===== src/rtl/apple_loader_pkg.sv =====
// Shared types and constants for the UART instruction-memory loader.
package apple_loader_pkg;

  typedef enum logic [1:0] {
    RX_IDLE,
    RX_START,
    RX_DATA,
    RX_STOP
  } rx_state_e;

  localparam int unsigned DEF_BAUD_DIV = 868;
  localparam int unsigned HALF_BIT     = DEF_BAUD_DIV / 2;

  function automatic int unsigned half_bit(input int unsigned div);
    return div / 2;
  endfunction

  // Byte enables for a partial word holding idx bytes; idx 0 means a full word.
  function automatic logic [3:0] flush_be(input logic [1:0] idx);
    logic [3:0] be;
    case (idx)
      2'd1:    be = 4'h1;
      2'd2:    be = 4'h3;
      2'd3:    be = 4'h7;
      default: be = 4'hF;
    endcase
    return be;
  endfunction

endpackage


===== src/rtl/uart_rx_core.sv =====
// 8N1 UART receiver: 2-flop synchronizer, mid-bit sampling, glitch reject on start bit.
module uart_rx_core
  import apple_loader_pkg::*;
#(
  parameter int unsigned BAUD_DIV = DEF_BAUD_DIV
) (
  input  logic       clk,
  input  logic       reset,
  input  logic       uart_rxd,
  output logic       rx_valid,
  output logic [7:0] rx_data,
  output logic       rx_ferr
);

  localparam int unsigned HALF  = half_bit(BAUD_DIV);
  localparam int unsigned CNT_W = $clog2(BAUD_DIV);

  rx_state_e        state_q, state_d;
  logic             sync1_q, sync2_q, prev_q;
  logic [CNT_W-1:0] cnt_q, cnt_d;
  logic [2:0]       bit_q, bit_d;
  logic [7:0]       shift_q, shift_d;
  logic             valid_q, valid_d;
  logic             ferr_q, ferr_d;
  logic             tick_half, tick_bit;

  assign tick_half = (cnt_q == CNT_W'(HALF - 1));
  assign tick_bit  = (cnt_q == CNT_W'(BAUD_DIV - 1));

  always_ff @(posedge clk or posedge reset) begin
    if (reset) begin
      state_q <= RX_IDLE;
      sync1_q <= 1'b1;
      sync2_q <= 1'b1;
      prev_q  <= 1'b1;
      cnt_q   <= '0;
      bit_q   <= '0;
      shift_q <= '0;
      valid_q <= 1'b0;
      ferr_q  <= 1'b0;
    end else begin
      state_q <= state_d;
      sync1_q <= uart_rxd;
      sync2_q <= sync1_q;
      prev_q  <= sync2_q;
      cnt_q   <= cnt_d;
      bit_q   <= bit_d;
      shift_q <= shift_d;
      valid_q <= valid_d;
      ferr_q  <= ferr_d;
    end
  end

  always_comb begin
    state_d = state_q;
    case (state_q)
      RX_IDLE:  if (prev_q && !sync2_q) state_d = RX_START;
      RX_START: if (tick_half) state_d = sync2_q ? RX_IDLE : RX_DATA;
      RX_DATA:  if (tick_bit && (bit_q == 3'd7)) state_d = RX_STOP;
      RX_STOP:  if (tick_bit) state_d = RX_IDLE;
      default:  state_d = RX_IDLE;
    endcase
  end

  always_comb begin
    cnt_d   = cnt_q + 1'b1;
    bit_d   = bit_q;
    shift_d = shift_q;
    valid_d = 1'b0;
    ferr_d  = 1'b0;
    case (state_q)
      RX_IDLE: begin
        cnt_d = '0;
        bit_d = '0;
      end
      RX_START: if (tick_half) cnt_d = '0;
      RX_DATA: begin
        if (tick_bit) begin
          cnt_d   = '0;
          shift_d = {sync2_q, shift_q[7:1]};
          bit_d   = bit_q + 3'd1;
        end
      end
      RX_STOP: begin
        if (tick_bit) begin
          cnt_d   = '0;
          valid_d = sync2_q;
          ferr_d  = !sync2_q;
        end
      end
      default: cnt_d = '0;
    endcase
  end

  assign rx_valid = valid_q;
  assign rx_data  = shift_q;
  assign rx_ferr  = ferr_q;

endmodule


===== src/rtl/uart_imem_loader.sv =====
// Packs UART bytes little-endian into words and writes them to imem from address 0.
// Optional running checksum of written words: define LOADER_CHECKSUM_EN.
module uart_imem_loader
  import apple_loader_pkg::*;
#(
  parameter int unsigned BAUD_DIV        = DEF_BAUD_DIV,
  parameter int unsigned IMEM_ADDR_WIDTH = 16
) (
  input  logic                       clk,
  input  logic                       reset,
  input  logic                       load_imem,
  input  logic                       uart_rxd,
  output logic                       imem_wr,
  output logic [IMEM_ADDR_WIDTH-1:0] imem_addr,
  output logic [31:0]                imem_wdata,
  output logic [3:0]                 imem_byte_en,
  output logic                       busy,
  output logic [IMEM_ADDR_WIDTH-2:0] word_count,
  output logic                       frame_err,
  output logic                       overflow,
  output logic [31:0]                checksum
);

  localparam int unsigned AW = IMEM_ADDR_WIDTH;
  localparam logic [AW-1:0] TOP_ADDR = {{(AW-2){1'b1}}, 2'b00};

  logic          rx_valid, rx_ferr;
  logic [7:0]    rx_data;

  logic          load_q;
  logic [1:0]    idx_q, idx_d, idx_base;
  logic [31:0]   word_q, word_d, word_base;
  logic          wr_q, wr_d;
  logic [31:0]   wdata_q, wdata_d;
  logic [3:0]    be_q, be_d;
  logic [AW-1:0] addr_q, addr_d;
  logic [AW-2:0] wc_q, wc_d;
  logic          ferr_q, ferr_d, ovf_q, ovf_d, busy_q, busy_d;
  logic          rise, fall, accept;

  uart_rx_core #(
    .BAUD_DIV(BAUD_DIV)
  ) u_rx (
    .clk     (clk),
    .reset   (reset),
    .uart_rxd(uart_rxd),
    .rx_valid(rx_valid),
    .rx_data (rx_data),
    .rx_ferr (rx_ferr)
  );

  assign rise   = load_imem && !load_q;
  assign fall   = !load_imem && load_q;
  // A byte landing on the falling-edge cycle still belongs to the load.
  assign accept = rx_valid && (load_imem || load_q);

  always_comb begin
    idx_base  = rise ? 2'd0 : idx_q;
    word_base = (idx_base == 2'd0) ? '0 : word_q;
    word_d    = word_base;
    idx_d     = idx_base;
    wr_d      = 1'b0;
    wdata_d   = wdata_q;
    be_d      = be_q;
    if (accept) begin
      word_d[{idx_base, 3'b000} +: 8] = rx_data;
      idx_d = idx_base + 2'd1;
    end
    if (accept && (idx_base == 2'd3)) begin
      wr_d    = 1'b1;
      wdata_d = word_d;
      be_d    = 4'hF;
    end else if (fall && (idx_d != 2'd0)) begin
      wr_d    = 1'b1;
      wdata_d = word_d;
      be_d    = flush_be(idx_d);
      idx_d   = 2'd0;
    end
  end

  always_comb begin
    addr_d = addr_q;
    wc_d   = wc_q;
    ovf_d  = ovf_q;
    ferr_d = ferr_q || rx_ferr;
    busy_d = load_imem || (load_q && wr_d);
    if (rise) begin
      addr_d = '0;
      wc_d   = '0;
      ovf_d  = 1'b0;
      ferr_d = rx_ferr;
    end else if (wr_q) begin
      addr_d = addr_q + AW'(4);
      wc_d   = wc_q + 1'b1;
      if (addr_q == TOP_ADDR) ovf_d = 1'b1;
    end
  end

  always_ff @(posedge clk or posedge reset) begin
    if (reset) begin
      load_q  <= 1'b0;
      idx_q   <= '0;
      word_q  <= '0;
      wr_q    <= 1'b0;
      wdata_q <= '0;
      be_q    <= '0;
      addr_q  <= '0;
      wc_q    <= '0;
      ferr_q  <= 1'b0;
      ovf_q   <= 1'b0;
      busy_q  <= 1'b0;
    end else begin
      load_q  <= load_imem;
      idx_q   <= idx_d;
      word_q  <= word_d;
      wr_q    <= wr_d;
      wdata_q <= wdata_d;
      be_q    <= be_d;
      addr_q  <= addr_d;
      wc_q    <= wc_d;
      ferr_q  <= ferr_d;
      ovf_q   <= ovf_d;
      busy_q  <= busy_d;
    end
  end

`ifdef LOADER_CHECKSUM_EN
  logic [31:0] ck_q;

  always_ff @(posedge clk or posedge reset) begin
    if (reset) begin
      ck_q <= '0;
    end else if (rise) begin
      ck_q <= '0;
    end else if (wr_q) begin
      ck_q <= ck_q + wdata_q;
    end
  end

  assign checksum = ck_q;
`else
  assign checksum = '0;
`endif

  assign imem_wr      = wr_q;
  assign imem_addr    = addr_q;
  assign imem_wdata   = wdata_q;
  assign imem_byte_en = be_q;
  assign busy         = busy_q;
  assign word_count   = wc_q;
  assign frame_err    = ferr_q;
  assign overflow     = ovf_q;

endmodule


===== config.mk =====
export PLATFORM = sky130hd
export DESIGN_NAME = uart_imem_loader
export DESIGN_NICKNAME = d
export VERILOG_FILES = /design/src/rtl/apple_loader_pkg.sv /design/src/rtl/uart_rx_core.sv /design/src/rtl/uart_imem_loader.sv
export SDC_FILE = /design/constraint.sdc
export NUM_CORES = 1
export LEC_CHECK = 0
export CORE_MARGIN = 4
export CORE_UTILIZATION = 37
export CTS_CLUSTER_DIAMETER = 40
export DETAILED_ROUTE_END_ITERATION = 8
export HOLD_SLACK_MARGIN = 0.02
export SETUP_SLACK_MARGIN = 0.05
export SYNTH_ARGS = -nofsm -noshare
export SYNTH_HDL_FRONTEND = slang
export SYNTH_SLANG_ARGS = --single-unit

===== constraint.sdc =====
create_clock -name clk -period 3.8 [get_ports clk]
set_input_delay 0.38 -clock clk [delete_from_list [all_inputs] [get_ports clk]]
set_output_delay 0.38 -clock clk [all_outputs]
set_load 0.03 [all_outputs]

==> flow_summary_export.csv, run 1 <==
group,metric,value,unit
floorplanning,ioPinCount,107,
clock_tree,cts_sinks,132,
synth,yosysTopAreaCell,"dfrtp_1",
timing,fmax,0.324,GHz
power,p_leak,3.41,nW
detailed_routing,dr.pass1.iters,4,
worst_setup_path,worstSetupEndpointType,"flip-flop",
timing,final_hold_viol_count,0,
layout,areaGrowthSynthToFinish,23.8,%
worst_setup_path,critPathMaxFanout,25,
timing,fin_hold_ws,0.358,ns
synth,ys_types,53,
global_routing,globalRouteTotalUtil,14.3,%
detailed_routing,post_drt_wl_per_cell,15.1,microns
placed_design,hpwl,8730,microns
worst_setup_path,startpoint_type,"flip-flop",
layout,drive_gt1_share,12.3,%
synth,netlist.area_leader.share,54.1,%
timing,slew-limit-headroom,49.4,%
timing,setup_ws,0.714,ns
floorplanning,die_w,135,microns
detailed_routing,vias,4059,
min_path,hold_class,"reg2reg",
worst_setup_path,path_class,"reg2reg",
synth,synth_edf_count,0,
synth,async_reset_ff_share,100,%
floorplanning,die-area,18200,sq um
timing,setup_viol,0,
layout,antenna_cells,0,
clock_tree,cts_tree,"built",
worst_setup_path,critPathArrivalTime,3.38,ns
run,maxCapViolations,0,
detailed_routing,wl,12500,microns
status,status,"completed",
power,total_power,3.28,mW
clock_tree,cts-root-buf,"clkbuf_16",
timing,timing.final.crit_period,3.09,ns
layout,multi_input_area,2390,sq um
clock_tree,postCtsSetupRepairBufs,0,
global_routing,grt_pass1_vias,4019,
layout,fill_cells,1424,
global_routing,grt_max_degree,73,
floorplanning,initial_core_util,37.7,%
clock_tree,path_clk_slew,0.06,ns
synth,syn-cell-area,5970,sq um
floorplanning,die-height,135,microns
timing,min_period_over_period,81.2,%
power,power_density,443,nW/um^2
timing,worst_pin_slew,0.752,ns
floorplanning,coreArea,15800,sq um
power,ir_worst_vdd,0.000301,V
synth,synth_ff_type,"dfrtp_1",
synth,synth_area_leaders,"dfrtp_1, buf_4, nor2_1",
clock_tree,cts_hold_buf,0,
clock_tree,cts_buffer_depth,2,
timing,rsz0062_at_grt,"no",
clock_tree,htreeDepth,4,
detailed_routing,drc_errors,0,
placed_design,place_ws,0.491,ns
detailed_routing,avgViaCountPerCell,4.90,
timing,setup_tns,0,ns
placed_design,place_congestion,0.820,
worst_setup_path,required,4.09,ns
global_routing,antenna_found_initial,0,
synth,yosysWarnings,0,
timing,slew_viol_final,0,
layout,final_util,46.7,%
layout,regArea,3310,sq um
detailed_routing,drtIter0Drc,246,
global_routing,grt_first_pass_wirelength,20600,microns
detailed_routing,antenna_left,0,
global_routing,overflow,0,
timing,finClkSkew,0.00708,ns
synth,syn_avg_cell_area,11.4,sq um
synth,ys_seq_area_share,55.4,%
clock_tree,worstSkewPairLatency,0.41,ns
clock_tree,post_cts_resize_count,0,
synth,synth_seq_cells,132,
layout,fin_nets,618,
clock_tree,numCtsBuffers,17,
floorplanning,rows,46,
placed_design,numPortBuffers,72,
synth,syn_inst,525,
## worst paths after layout
check | slack (ns) | endpoint | from | cells past startpoint
max in group asynchronous | 2.55 | word_q[1]$_DFF_PP0_ | reset | 3
setup reg to reg | 0.71 | imem_wdata[7]$_DFFE_PP0P_ | load_q$_DFF_PP0_ | 13
hold / removal | 0.36 | u_rx.sync2_q$_DFF_PP1_ | u_rx.sync1_q$_DFF_PP1_ | 0
min in group asynchronous | 0.40 | word_count[8]$_DFFE_PP0P_ | reset | 2
setup / recovery | 0.71 | imem_wdata[7]$_DFFE_PP0P_ | load_q$_DFF_PP0_ | 13
hold reg to reg | 0.36 | u_rx.sync2_q$_DFF_PP1_ | u_rx.sync1_q$_DFF_PP1_ | 0
## state kept, by name, indices dropped and copies added (netlist names), 2 cells and up
register and count:
u_rx.bit_q 3, imem_byte_en 4, u_rx.cnt_q 10, u_rx.state_q 2
u_rx.rx_data 8, word_count 15, idx_q 2, word_q 32
imem_wdata 32, imem_addr 14
## per-layer routing
| layer | up-vias | global-route usage [%] | part of all wire (%) |
|---|---|---|---|
| met5 | - | 0 | 0 |
| met2 | 106 | 22.7 | 50 |
| met1 | 2000 | 18.6 | 44 |
| met3 | 17 | 4.51 | 5.2 |
| met4 | 0 | 5.38 | 1.2 |
| li1 | 1936 | - | - |
## metrics by stage
stage          instances  instance area (sq um)
5_1_grt              828                   7390
3_3_place_gp         797                   6800
3_5_place_dp         797                   6800
4_1_cts              828                   7390
6_report             828                   7390
2_1_floorplan        558                   6090
## layout make-up
type	instances	share of cell area, %
repair buffers	79	10.6
flip-flops and latches	132	44.8
inverters	13	0.711
clock buffers	17	5.76
multi-input cells	357	32.3
well taps	216	3.66
clock inverters	14	2.20
## worst max-delay path: stages, from the launching register on
cell and delay (ns):
dfrtp_1 0.55, nand2b_1 0.26, nand2_1 0.14, ha_1 0.39, nand2_1 0.15, o21ai_0 0.10, a21oi_1 0.26, ha_1 0.21
o2bb2ai_1 0.08, o21ai_2 0.06, inv_1 0.06, buf_4 0.22, and3_1 0.20, a221o_1 0.26
## cells by family after synthesis
family,after synthesis,synth area share [%]
other cells,1,0.0628
fa+ha+maj,14,2.94
simple gates,174,14.6
xor+xnor,31,4.55
flops,132,55.4
compound gates,77,10.3
mux,27,5.45
buf+inv,69,6.71
## power by group
group	leakage, nW	switching (mW)	internal (mW)	total (mW)
logic	1.30	0.132	0.0510	0.183
registers	1.82	0.0399	1.44	1.48
clock network	0.292	0.590	1.02	1.61
## placed cells by master (no fill, tap or decap), types with 10 or more instances in the layout
master / n
a22o_1: 24
and3_1: 12
clkbuf_16: 17
clkdlybuf4s50_1: 72
conb_1: 34
dfrtp_1: 129
ha_1: 14
inv_1: 12
mux2_2: 16
nand2_1: 37
nand3_1: 19
nand4_1: 10
nor2_1: 57
xnor2_1: 17
xor2_1: 14
## synthesized netlist by cell type, types with 5 or more instances
library cell	count
mux2_4	7
nand3_1	19
nor3_1	9
o31ai_1	9
and3_1	12
inv_1	13
a22o_1	24
a22oi_1	8
a21oi_1	9
buf_4	34
o21ai_0	5
xor2_1	14
clkbuf_1	13
nor4_1	5
nand2_1	37
xnor2_1	17
ha_1	14
buf_2	5
dfrtp_1	129
nand4_1	10
nor2_1	58
a221o_1	9
mux2_2	16
Note: power is estimated with default switching activity, not from simulation.
==> run 2, diff against run 1 <==
- clock period: 3.8 -> 2.7 ns (I/O delays scaled with it)
==> run 2 against run 1 <==
Net effect: worst hold slack worse by 0.13 ns; global-route usage hardly changed; setup slack worse by 0.45 ns; total power is 48% higher; non-clock buffer count is 17 higher; sequential share of layout area is 1.4 points lower; combinational power is 44% higher; critical endpoint is now imem_wdata[2]$_DFFE_PP0P_; critical path depth stayed put; clock power is 55% higher.
==> flow_summary_export.csv, run 2 (synthesis results as in run 1) <==
group,metric,value,unit
status,status,"completed",
detailed_routing,vias,4127,
timing,worst_pin_slew,0.706,ns
floorplanning,coreArea,15800,sq um
timing,slew-limit-headroom,52.9,%
worst_setup_path,worst_r2r_path_depth,13,
placed_design,place_congestion,0.788,
timing,setup_tns,0,ns
detailed_routing,wl,12600,microns
floorplanning,ioPinCount,107,
worst_setup_path,path_class,"reg2reg",
worst_setup_path,critPathMaxFanout,6,
clock_tree,cts_buffer_depth,2,
clock_tree,worstSkewPairLatency,0.42,ns
worst_setup_path,r2r-start,"load_q$_DFF_PP0_",
detailed_routing,drc_errors,0,
clock_tree,htreeDepth,4,
worst_setup_path,critPathSlowestCell,"dfrtp_1",
global_routing,antenna_found_initial,0,
timing,finClkSkew,0.0128,ns
floorplanning,die-area,18200,sq um
timing,timing.final.crit_period,2.44,ns
power,p_leak,3.52,nW
timing,min_period_over_period,90.2,%
layout,regArea,3310,sq um
timing,fmax,0.411,GHz
worst_setup_path,cp_cell_sequence,"nand2b_1 -> nand2_2 -> ha_4 -> nand2_1 -> o21ai_0 -> a21oi_1 -> ha_1 -> o2bb2ai_1 -> o21ai_2 -> inv_2 -> buf_4 -> and3_1 -> a221o_1",
timing,rsz0062_at_grt,"no",
clock_tree,numCtsBuffers,17,
floorplanning,initial_core_util,37.7,%
worst_setup_path,cpLargestDelayFamily,"compound AO/OA/AOI/OAI gates",
layout,fill_cells,1408,
worst_setup_path,max_stage_delay,0.37,ns
clock_tree,cts_hold_buf,0,
clock_tree,path_clk_slew,0.06,ns
layout,final_cells,846,
clock_tree,cts_sinks,132,
run,maxCapViolations,0,
detailed_routing,dr.pass1.iters,4,
worst_setup_path,required,3.00,ns
timing,final_hold_viol_count,0,
layout,final_cell_mix,"dfrtp_1, clkdlybuf4s50_1, nor2_1",
placed_design,placed_cells,814,
layout,final_area,7620,sq um
worst_setup_path,startpoint_type,"flip-flop",
worst_setup_path,rrSetupSlack,0.26,ns
placed_design,hpwl,8820,microns
timing,setup_ws,0.264,ns
clock_tree,post_cts_resize_count,0,
clock_tree,cts_tree,"built",
layout,multi_input_area,2400,sq um
detailed_routing,drtIter0Drc,172,
layout,final_common_cell,"dfrtp_1",
power,ir_worst_vdd,0.000458,V
floorplanning,die_w,135,microns
detailed_routing,post_drt_wl_per_cell,14.9,microns
detailed_routing,avgViaCountPerCell,4.88,
floorplanning,die-height,135,microns
power,total_power,4.84,mW
worst_setup_path,critPathArrivalTime,2.73,ns
placed_design,place_ws,-0.108,ns
global_routing,grt_first_pass_wirelength,20800,microns
global_routing,grt_pass1_vias,4123,
layout,drive_gt1_share,15.4,%
floorplanning,rows,46,
worst_setup_path,worstSetupEndpointType,"flip-flop",
global_routing,globalRouteTotalUtil,14.4,%
detailed_routing,antenna_left,0,
min_path,hold_class,"in2async",
placed_design,numPortBuffers,72,
clock_tree,postCtsSetupRepairBufs,0,
worst_setup_path,timing.rr.end,"imem_wdata[2]$_DFFE_PP0P_",
timing,slew_viol_final,0,
global_routing,grt_max_degree,52,
power,power_density,636,nW/um^2
placed_design,place_area,6970,sq um
global_routing,overflow,0,
timing,setup_viol,0,
layout,antenna_cells,0,
layout,fin_nets,635,
worst_setup_path,path_buf_inv,2,
clock_tree,cts-root-buf,"clkbuf_16",
layout,areaGrowthSynthToFinish,27.7,%
-- run 2: changes by cell type in the layout (fill, tap and decap cells not counted) --
cell / change
nand2_2: +2
nand2_1: -2
inv_2: +1
buf_12: +2
buf_4: +15
ha_1: -1
clkinv_2: -1
bufinv_16: +2
ha_4: +1
inv_1: -1
clkbuf_8: +1
inv_6: -1
-- run 2: worst max-delay path by stage --
stage               slack [ns]                          to              from  cells past startpoint
floorplan                 0.05   imem_wdata[2]$_DFFE_PP0P_  load_q$_DFF_PP0_                     14
global placement         -0.06  imem_wdata[31]$_DFFE_PP0P_         load_imem                     13
detailed placement       -0.11   imem_wdata[0]$_DFFE_PP0P_         load_imem                     14
CTS                       0.25   imem_wdata[0]$_DFFE_PP0P_  load_q$_DFF_PP0_                     13
global route              0.08   imem_wdata[3]$_DFFE_PP0P_  load_q$_DFF_PP0_                     13
finish                    0.26   imem_wdata[2]$_DFFE_PP0P_  load_q$_DFF_PP0_                     13
-- run 2: per-layer routing --
metal  track usage, %  up-vias  share of wire [%]
met4             4.87        0                1.3
met5                0        -                  0
met2             23.0      103                 48
met1             18.5     2031                 47
met3             4.58       13                4.7
li1                 -     1980                  -
-- run 2: worst reg2reg max path: cells and delay by family, from the launching register on --
| kind | cells | cell delay [ns] |
|---|---|---|
| adders and majority gates | 2 | 0.41 |
| buffers and inverters | 2 | 0.28 |
| DFF | 1 | 0.37 |
| and+or+nand+nor | 4 | 0.55 |
| AOI/OAI and AO/OA | 5 | 0.71 |
-- run 2: final cells by class --
class	instances	share of cell area, %
multi-input cells	357	31.5
clock buffers	18	5.76
well taps	216	3.55
flip-flops and latches	132	43.4
clock inverters	14	2.74
inverters	13	0.690
repair buffers	96	12.3
-- run 2: through the flow --
step / utilization [%] / hold slack, ns
after global routing: 48.1 / 0.249
after global placement: 44.0 / 0.347
after floorplan: - / 0.274
after detailed placement: 44.0 / 0.351
final: 48.1 / 0.231
after CTS: 48.1 / 0.232
-- run 2: power breakdown --
group	switching [mW]	internal [mW]	total, mW
sequential	0.0505	2.03	2.08
combinational	0.188	0.0763	0.264
clock	0.844	1.66	2.50
